===== src/rtl/dco_period_meter_if.sv =====
// -----------------------------------------------------------------------------
// dco_period_meter_if
//
// Purpose : groups the measurement-side signals of dco_period_meter into one
//           bundle. The system clock and reset stay plain module ports.
//
// Signals :
//   ena          master -> slave   measurement enable (low = synchronous clear)
//   dco_in       master -> slave   raw DCO square wave, asynchronous to clk
//   last_period  slave  -> master  most recent single-period measurement
//   period_avg   slave  -> master  floor mean of the last completed group
//   avg_valid    slave  -> master  one-cycle strobe when period_avg updates
//   timeout      slave  -> master  sticky loss-of-oscillation flag
//
// Modports:
//   master : the side that drives enable / DCO and consumes results
//   slave  : the period meter itself
// -----------------------------------------------------------------------------
interface dco_period_meter_if #(
    parameter int CNT_W = 12
);
    logic             ena;
    logic             dco_in;
    logic [CNT_W-1:0] last_period;
    logic [CNT_W-1:0] period_avg;
    logic             avg_valid;
    logic             timeout;

    modport master (
        output ena,
        output dco_in,
        input  last_period,
        input  period_avg,
        input  avg_valid,
        input  timeout
    );

    modport slave (
        input  ena,
        input  dco_in,
        output last_period,
        output period_avg,
        output avg_valid,
        output timeout
    );
endinterface


===== src/rtl/dco_period_meter.sv =====
// -----------------------------------------------------------------------------
// dco_period_meter
//
// Purpose : measures the period of the on-chip DCO output in system clock
//           cycles. The DCO wave is synchronised (s1 -> s2, s3 = s2 delayed),
//           each rising edge to rising edge interval is counted, groups of
//           2^AVG_LOG2 periods are averaged (floor), and loss of oscillation
//           is flagged after TIMEOUT+1 cycles without an edge.
//
// Parameters:
//   CNT_W     width of the period counter and of every period output
//   AVG_LOG2  log2 of the number of periods per averaged result (1..4)
//   TIMEOUT   edge-free cycles tolerated; must be <= 2^CNT_W - 1
//
// Ports:
//   clk    in   system clock
//   rst_n  in   asynchronous active-low reset
//   bus    slave modport of dco_period_meter_if:
//            ena, dco_in                              (inputs)
//            last_period, period_avg, avg_valid, timeout (registered outputs)
// -----------------------------------------------------------------------------
module dco_period_meter #(
    parameter int CNT_W    = 12,
    parameter int AVG_LOG2 = 2,
    parameter int TIMEOUT  = 1023
) (
    input  logic                clk,
    input  logic                rst_n,
    dco_period_meter_if.slave   bus
);

    // Accumulator holds the sum of up to 2^AVG_LOG2 samples without overflow.
    localparam int ACC_W = CNT_W + AVG_LOG2;

    localparam logic [AVG_LOG2-1:0] IDX_LAST  = {AVG_LOG2{1'b1}};
    localparam logic [AVG_LOG2-1:0] IDX_ONE   = AVG_LOG2'(1'b1);
    localparam logic [CNT_W-1:0]    CNT_ONE   = CNT_W'(1'b1);
    localparam logic [CNT_W-1:0]    TIMEOUT_C = CNT_W'(TIMEOUT);

    typedef enum logic {
        ST_IDLE = 1'b0,
        ST_MEAS = 1'b1
    } state_e;

    // Floor mean of a completed group: drop the low AVG_LOG2 bits of the sum.
    function automatic logic [CNT_W-1:0] group_mean(input logic [ACC_W-1:0] total);
        logic [ACC_W-1:0] shifted;
        shifted = total >> AVG_LOG2;
        return shifted[CNT_W-1:0];
    endfunction

    // Synchroniser / edge-detect flops
    logic s1_q;
    logic s2_q;
    logic s3_q;
    logic rise_s;

    // Measurement state
    state_e              state_q, state_d;
    logic [CNT_W-1:0]    cnt_q,   cnt_d;
    logic [ACC_W-1:0]    acc_q,   acc_d;
    logic [AVG_LOG2-1:0] idx_q,   idx_d;

    // Output registers
    logic [CNT_W-1:0]    last_q,  last_d;
    logic [CNT_W-1:0]    avg_q,   avg_d;
    logic                valid_q, valid_d;
    logic                to_q,    to_d;

    // Datapath helpers
    logic [CNT_W-1:0]    sample_s;
    logic [ACC_W-1:0]    sum_s;

    // Two-flop synchroniser plus one delay stage for edge detection; these run
    // regardless of ena so the edge history is always current.
    always_ff @(posedge clk or negedge rst_n) begin
        if (!rst_n) begin
            s1_q <= 1'b0;
            s2_q <= 1'b0;
            s3_q <= 1'b0;
        end else begin
            s1_q <= bus.dco_in;
            s2_q <= s1_q;
            s3_q <= s2_q;
        end
    end

    assign rise_s = s2_q & ~s3_q;

    // The counter was cleared on the previous edge, so the interval is cnt+1.
    assign sample_s = cnt_q + CNT_ONE;
    assign sum_s    = acc_q + {{AVG_LOG2{1'b0}}, sample_s};

    // State, counter, accumulator and output registers.
    always_ff @(posedge clk or negedge rst_n) begin
        if (!rst_n) begin
            state_q <= ST_IDLE;
            cnt_q   <= '0;
            acc_q   <= '0;
            idx_q   <= '0;
            last_q  <= '0;
            avg_q   <= '0;
            valid_q <= 1'b0;
            to_q    <= 1'b0;
        end else begin
            state_q <= state_d;
            cnt_q   <= cnt_d;
            acc_q   <= acc_d;
            idx_q   <= idx_d;
            last_q  <= last_d;
            avg_q   <= avg_d;
            valid_q <= valid_d;
            to_q    <= to_d;
        end
    end

    // Next-state and datapath logic of the IDLE/MEAS measurement machine.
    always_comb begin
        state_d = state_q;
        cnt_d   = cnt_q;
        acc_d   = acc_q;
        idx_d   = idx_q;
        last_d  = last_q;
        avg_d   = avg_q;
        valid_d = 1'b0;
        to_d    = to_q;

        if (!bus.ena) begin
            // Disabled: drop back to IDLE and discard the partial group, but
            // keep the published results and the sticky flag.
            state_d = ST_IDLE;
            cnt_d   = '0;
            acc_d   = '0;
            idx_d   = '0;
        end else begin
            case (state_q)
                ST_IDLE: begin
                    // The first edge only opens a measurement window.
                    cnt_d = '0;
                    if (rise_s) begin
                        state_d = ST_MEAS;
                    end else begin
                        state_d = ST_IDLE;
                    end
                end

                ST_MEAS: begin
                    // An edge takes priority over an expiring timeout, so an
                    // interval of exactly TIMEOUT+1 is still a valid sample.
                    if (rise_s) begin
                        last_d = sample_s;
                        cnt_d  = '0;
                        if (idx_q == IDX_LAST) begin
                            avg_d   = group_mean(sum_s);
                            valid_d = 1'b1;
                            to_d    = 1'b0;
                            acc_d   = '0;
                            idx_d   = '0;
                        end else begin
                            acc_d = sum_s;
                            idx_d = idx_q + IDX_ONE;
                        end
                    end else if (cnt_q == TIMEOUT_C) begin
                        state_d = ST_IDLE;
                        to_d    = 1'b1;
                        cnt_d   = '0;
                        acc_d   = '0;
                        idx_d   = '0;
                    end else begin
                        cnt_d = cnt_q + CNT_ONE;
                    end
                end

                default: begin
                    state_d = ST_IDLE;
                    cnt_d   = '0;
                    acc_d   = '0;
                    idx_d   = '0;
                end
            endcase
        end
    end

    assign bus.last_period = last_q;
    assign bus.period_avg  = avg_q;
    assign bus.avg_valid   = valid_q;
    assign bus.timeout     = to_q;

endmodule


===== src/flat_wrapper.sv =====
// flat-port wrapper written by rule: the top's interface ports become plain ports
module dco_period_meter_flat 
#(
    parameter int CNT_W    = 12,
    parameter int AVG_LOG2 = 2,
    parameter int TIMEOUT  = 1023
)
  (clk, rst_n, bus_ena, bus_dco_in, bus_last_period, bus_period_avg, bus_avg_valid, bus_timeout);
  dco_period_meter_if #(.CNT_W(CNT_W)) bus_i ();
  input  logic clk;
  input  logic rst_n;
  input wire logic [$bits(bus_i.ena)-1:0] bus_ena;
  input wire logic [$bits(bus_i.dco_in)-1:0] bus_dco_in;
  output wire logic [$bits(bus_i.last_period)-1:0] bus_last_period;
  output wire logic [$bits(bus_i.period_avg)-1:0] bus_period_avg;
  output wire logic [$bits(bus_i.avg_valid)-1:0] bus_avg_valid;
  output wire logic [$bits(bus_i.timeout)-1:0] bus_timeout;
  assign bus_i.ena = bus_ena;
  assign bus_i.dco_in = bus_dco_in;
  assign bus_last_period = bus_i.last_period;
  assign bus_period_avg = bus_i.period_avg;
  assign bus_avg_valid = bus_i.avg_valid;
  assign bus_timeout = bus_i.timeout;
  dco_period_meter #(.CNT_W(CNT_W), .AVG_LOG2(AVG_LOG2), .TIMEOUT(TIMEOUT)) u_core (.clk(clk), .rst_n(rst_n), .bus(bus_i));
endmodule

===== config.mk =====
export PLATFORM = sky130hd
export DESIGN_NAME = dco_period_meter_flat
export DESIGN_NICKNAME = d
export VERILOG_FILES = /design/src/rtl/dco_period_meter_if.sv /design/src/rtl/dco_period_meter.sv /design/src/flat_wrapper.sv
export SDC_FILE = /design/constraint.sdc
export NUM_CORES = 1
export LEC_CHECK = 0
export ABC_AREA = 1
export ABC_CLOCK_PERIOD_IN_PS = 4600
export BUFFER_PORTS_ARGS = -buffer_cell sky130_fd_sc_hd__buf_2
export CORE_MARGIN = 2
export CORE_UTILIZATION = 64
export DETAILED_ROUTE_END_ITERATION = 7
export PLACE_DENSITY_LB_ADDON = 0.12
export SYNTH_ARGS = -nofsm -noshare
export SYNTH_HDL_FRONTEND = slang
export SYNTH_SLANG_ARGS = --single-unit

===== constraint.sdc =====
create_clock -name clk -period 4.6 [get_ports clk]
set_input_delay 0 -clock clk [delete_from_list [all_inputs] [get_ports clk]]
set_output_delay 0 -clock clk [all_outputs]
set_load 0.005 [all_outputs]

==> metrics.cfg <==
[worst_hold_path]
hp-class=input port to flop

[cts]
cts_made_buffers=9
cts_resized=0
clockRootBuffer=clkbuf_8
clockBufferDepth=2
cts_max_level=3
cts_hold_buffers=3
post_cts_buffers=0
clk_pin_slew_ns=0.07
cts.sinks=58
clk_latency_ns=0.35
cts_tree=yes

[power]
powerDensity_mw_per_mm2=308
p_sw_mw=0.257
p_clk_share_pct=50.8
p_int_mw=0.894
leakagePower_nw=2.12
p_seq_share_pct=45.3
swShare_pct=22.3
ir_worst_vdd_mv=0.249
power_mw=1.15
power_frac_comb_pct=3.9

[detailed_routing]
wl_met2_mm=3.33
drtIter0Drc=225
dr.pass1.iters=4
routed_via_density=5.17
drt_wl_total_mm=7.08
drtAntennaViolNets=0
wl_met3_um=345
m1WireLength_mm=3.19
top_layer=met4
vias=2774
routedWlPerCell_um=13.2
drc=0

[floorplan]
die_w_um=75.6
die_h_um=75.6
ios=30
die_area_mm2=0.00571
core_area_mm2=0.00501
start_util_pct=65.5
rows=26

[setup_path]
worstSetupEndpointType=flop
cp_data_required_time_ns=4.83
crit_type=flop to flop
cp-start-kind=flop
cp_max_fo=5
cp.arrival_ns=2.91

[synthesis]
synth.largest_area_cell=dfrtp_1
avgSynthCellArea_um2=7.72
synth_fp_nets=446
syn_inst=425
synth.distinct_cells=28
ys_top_cells_by_area=dfrtp_1, nand2_1, inv_1, ha_1, nand3_1
syn_area_mm2=0.00328
synth_top_area_share_pct=44.2
synth_warnings=0
synth_seq_cells=58
yosysSeqAreaShare_pct=44.2

[cells_and_area]
syn2layout_area_growth_pct=13.8
final_common_cell=nand2_1
nets=483
diodes=0
drive_above_1_share_pct=15.2
final_cell_area_mm2=0.00373
layout_common_cells=nand2_1, inv_1, dfrtp_1
final.fill_count=409

[sta]
worst_pin_slew_ns=0.700
hold_viol_final=0
skew_ns=0.0130
holdWs_ns=0.295
timing.final.crit_share_pct=58.2
finalCriticalPeriod_ns=2.68
worst_slack_ns=1.92
max_freq_mhz=373
slew_viol_final=0
setup_tns_ns=0
rsz0062_at_grt=false
slew_headroom_pct=53.3
setup_viol=0

[global_routing]
overflow=0
grt_max_degree=59
antenna_found_initial=0
grt_util_all_layers_pct=28.1
grt_pass1_wl_mm=11.9
grt_pass1_vias=2598

[placed_design]
dp_hpwl_mm=4.93
place_area_mm2=0.00345
place_ws_ns=2.00
io_buffers=29
routabilityCongestion=0.875

[run_status]
outcome=completed

[job]
max-cap-violations=0

==> area by class of cell <==
| type | instances | area, um^2 | share of cell area [%] |
|---|---|---|---|
| clock buffers | 9 | 124 | 3.32 |
| clock inverters | 7 | 125 | 3.35 |
| inverters | 65 | 244 | 6.53 |
| multi-input cells | 295 | 1520 | 40.7 |
| flip-flops and latches | 58 | 1450 | 38.9 |
| well taps | 70 | 87.6 | 2.35 |
| repair buffers | 33 | 183 | 4.89 |
==> registers in the layout, summed over array words and instances (netlist names), 2 cells and up <==
signal                  count
u_core.acc_q               14
u_core.bus.last_period     12
u_core.bus.period_avg      12
u_core.cnt_q               12
u_core.idx_q                2
==> cell families (layout without fill, tap and decap cells) <==
kind of cell | Yosys count | in the layout | share of synthesized area, %
AOI/OAI and AO/OA | 34 | 34 | 5.34
and+or+nand+nor | 236 | 236 | 32.1
buffers and inverters | 72 | 114 | 9.46
xor gates and xnor gates | 8 | 8 | 2.14
adders and majority gates | 17 | 17 | 6.71
DFF | 58 | 58 | 44.2
==> through the flow <==
stage	instances	util, %
CTS	537	74.5
finish	537	74.5
global placement	518	69.0
detailed placement	518	69.0
global route	537	74.5
floorplan	425	-
==> Yosys cell counts, drive strengths merged <==
library cell,instances
or3,1
xnor2,4
and2,1
ha,16
nor2,36
xor2,4
a31oi,2
nand4,5
nand2,151
nand3b,4
dfrtp,58
buf,7
fa,1
nand3,33
o21ai,25
a21oi,6
o31ai,1
inv,65
nor3,5
==> layer usage <==
| layer | vias to the layer above | track usage (%) |
|---|---|---|
| met3 | 19 | 4.10 |
| met2 | 84 | 44.2 |
| met1 | 1267 | 38.4 |
| met5 | - | 0 |
| met4 | 0 | 13.6 |
| li1 | 1404 | - |
==> final timing paths <==
kind                                       from                         to  slack (ns)  depth (start not counted)
worst max register to register  u_core.cnt_q[0]           u_core.acc_q[10]        1.92                         13
worst max-delay path            u_core.cnt_q[0]           u_core.acc_q[10]        1.92                         13
worst min-delay path                 bus_dco_in                u_core.s1_q        0.29                          2
min in group asynchronous                 rst_n  u_core.bus.last_period[8]        0.34                          3
max in group asynchronous                 rst_n           u_core.acc_q[12]        3.80                          3
worst min register to register      u_core.s1_q                u_core.s2_q        0.36                          0
==> critical path, cell delays in order (launching register included) <==
cell	delay, ns
dfrtp_1	0.43
ha_1	0.22
nand2_2	0.10
nor3_1	0.27
xor2_1	0.31
inv_1	0.09
ha_1	0.37
nand2_1	0.10
nor2_1	0.17
nand3_1	0.15
nand3_1	0.12
nand2_1	0.07
nand3_1	0.09
nand2_1	0.05
==> power groups by stage <==
stage | combinational (mW) | clock (mW) | sequential, mW
6_report | 0.0450 | 0.584 | 0.522
5_1_grt | 0.0528 | 0.615 | 0.522
4_1_cts | 0.0455 | 0.592 | 0.521
3_5_place_dp | 0.0434 | 0 | 0.531
3_3_place_gp | 0.0433 | 0 | 0.531
2_1_floorplan | 0.0254 | 0 | 0.531
Power figures use the tool's default switching activity.
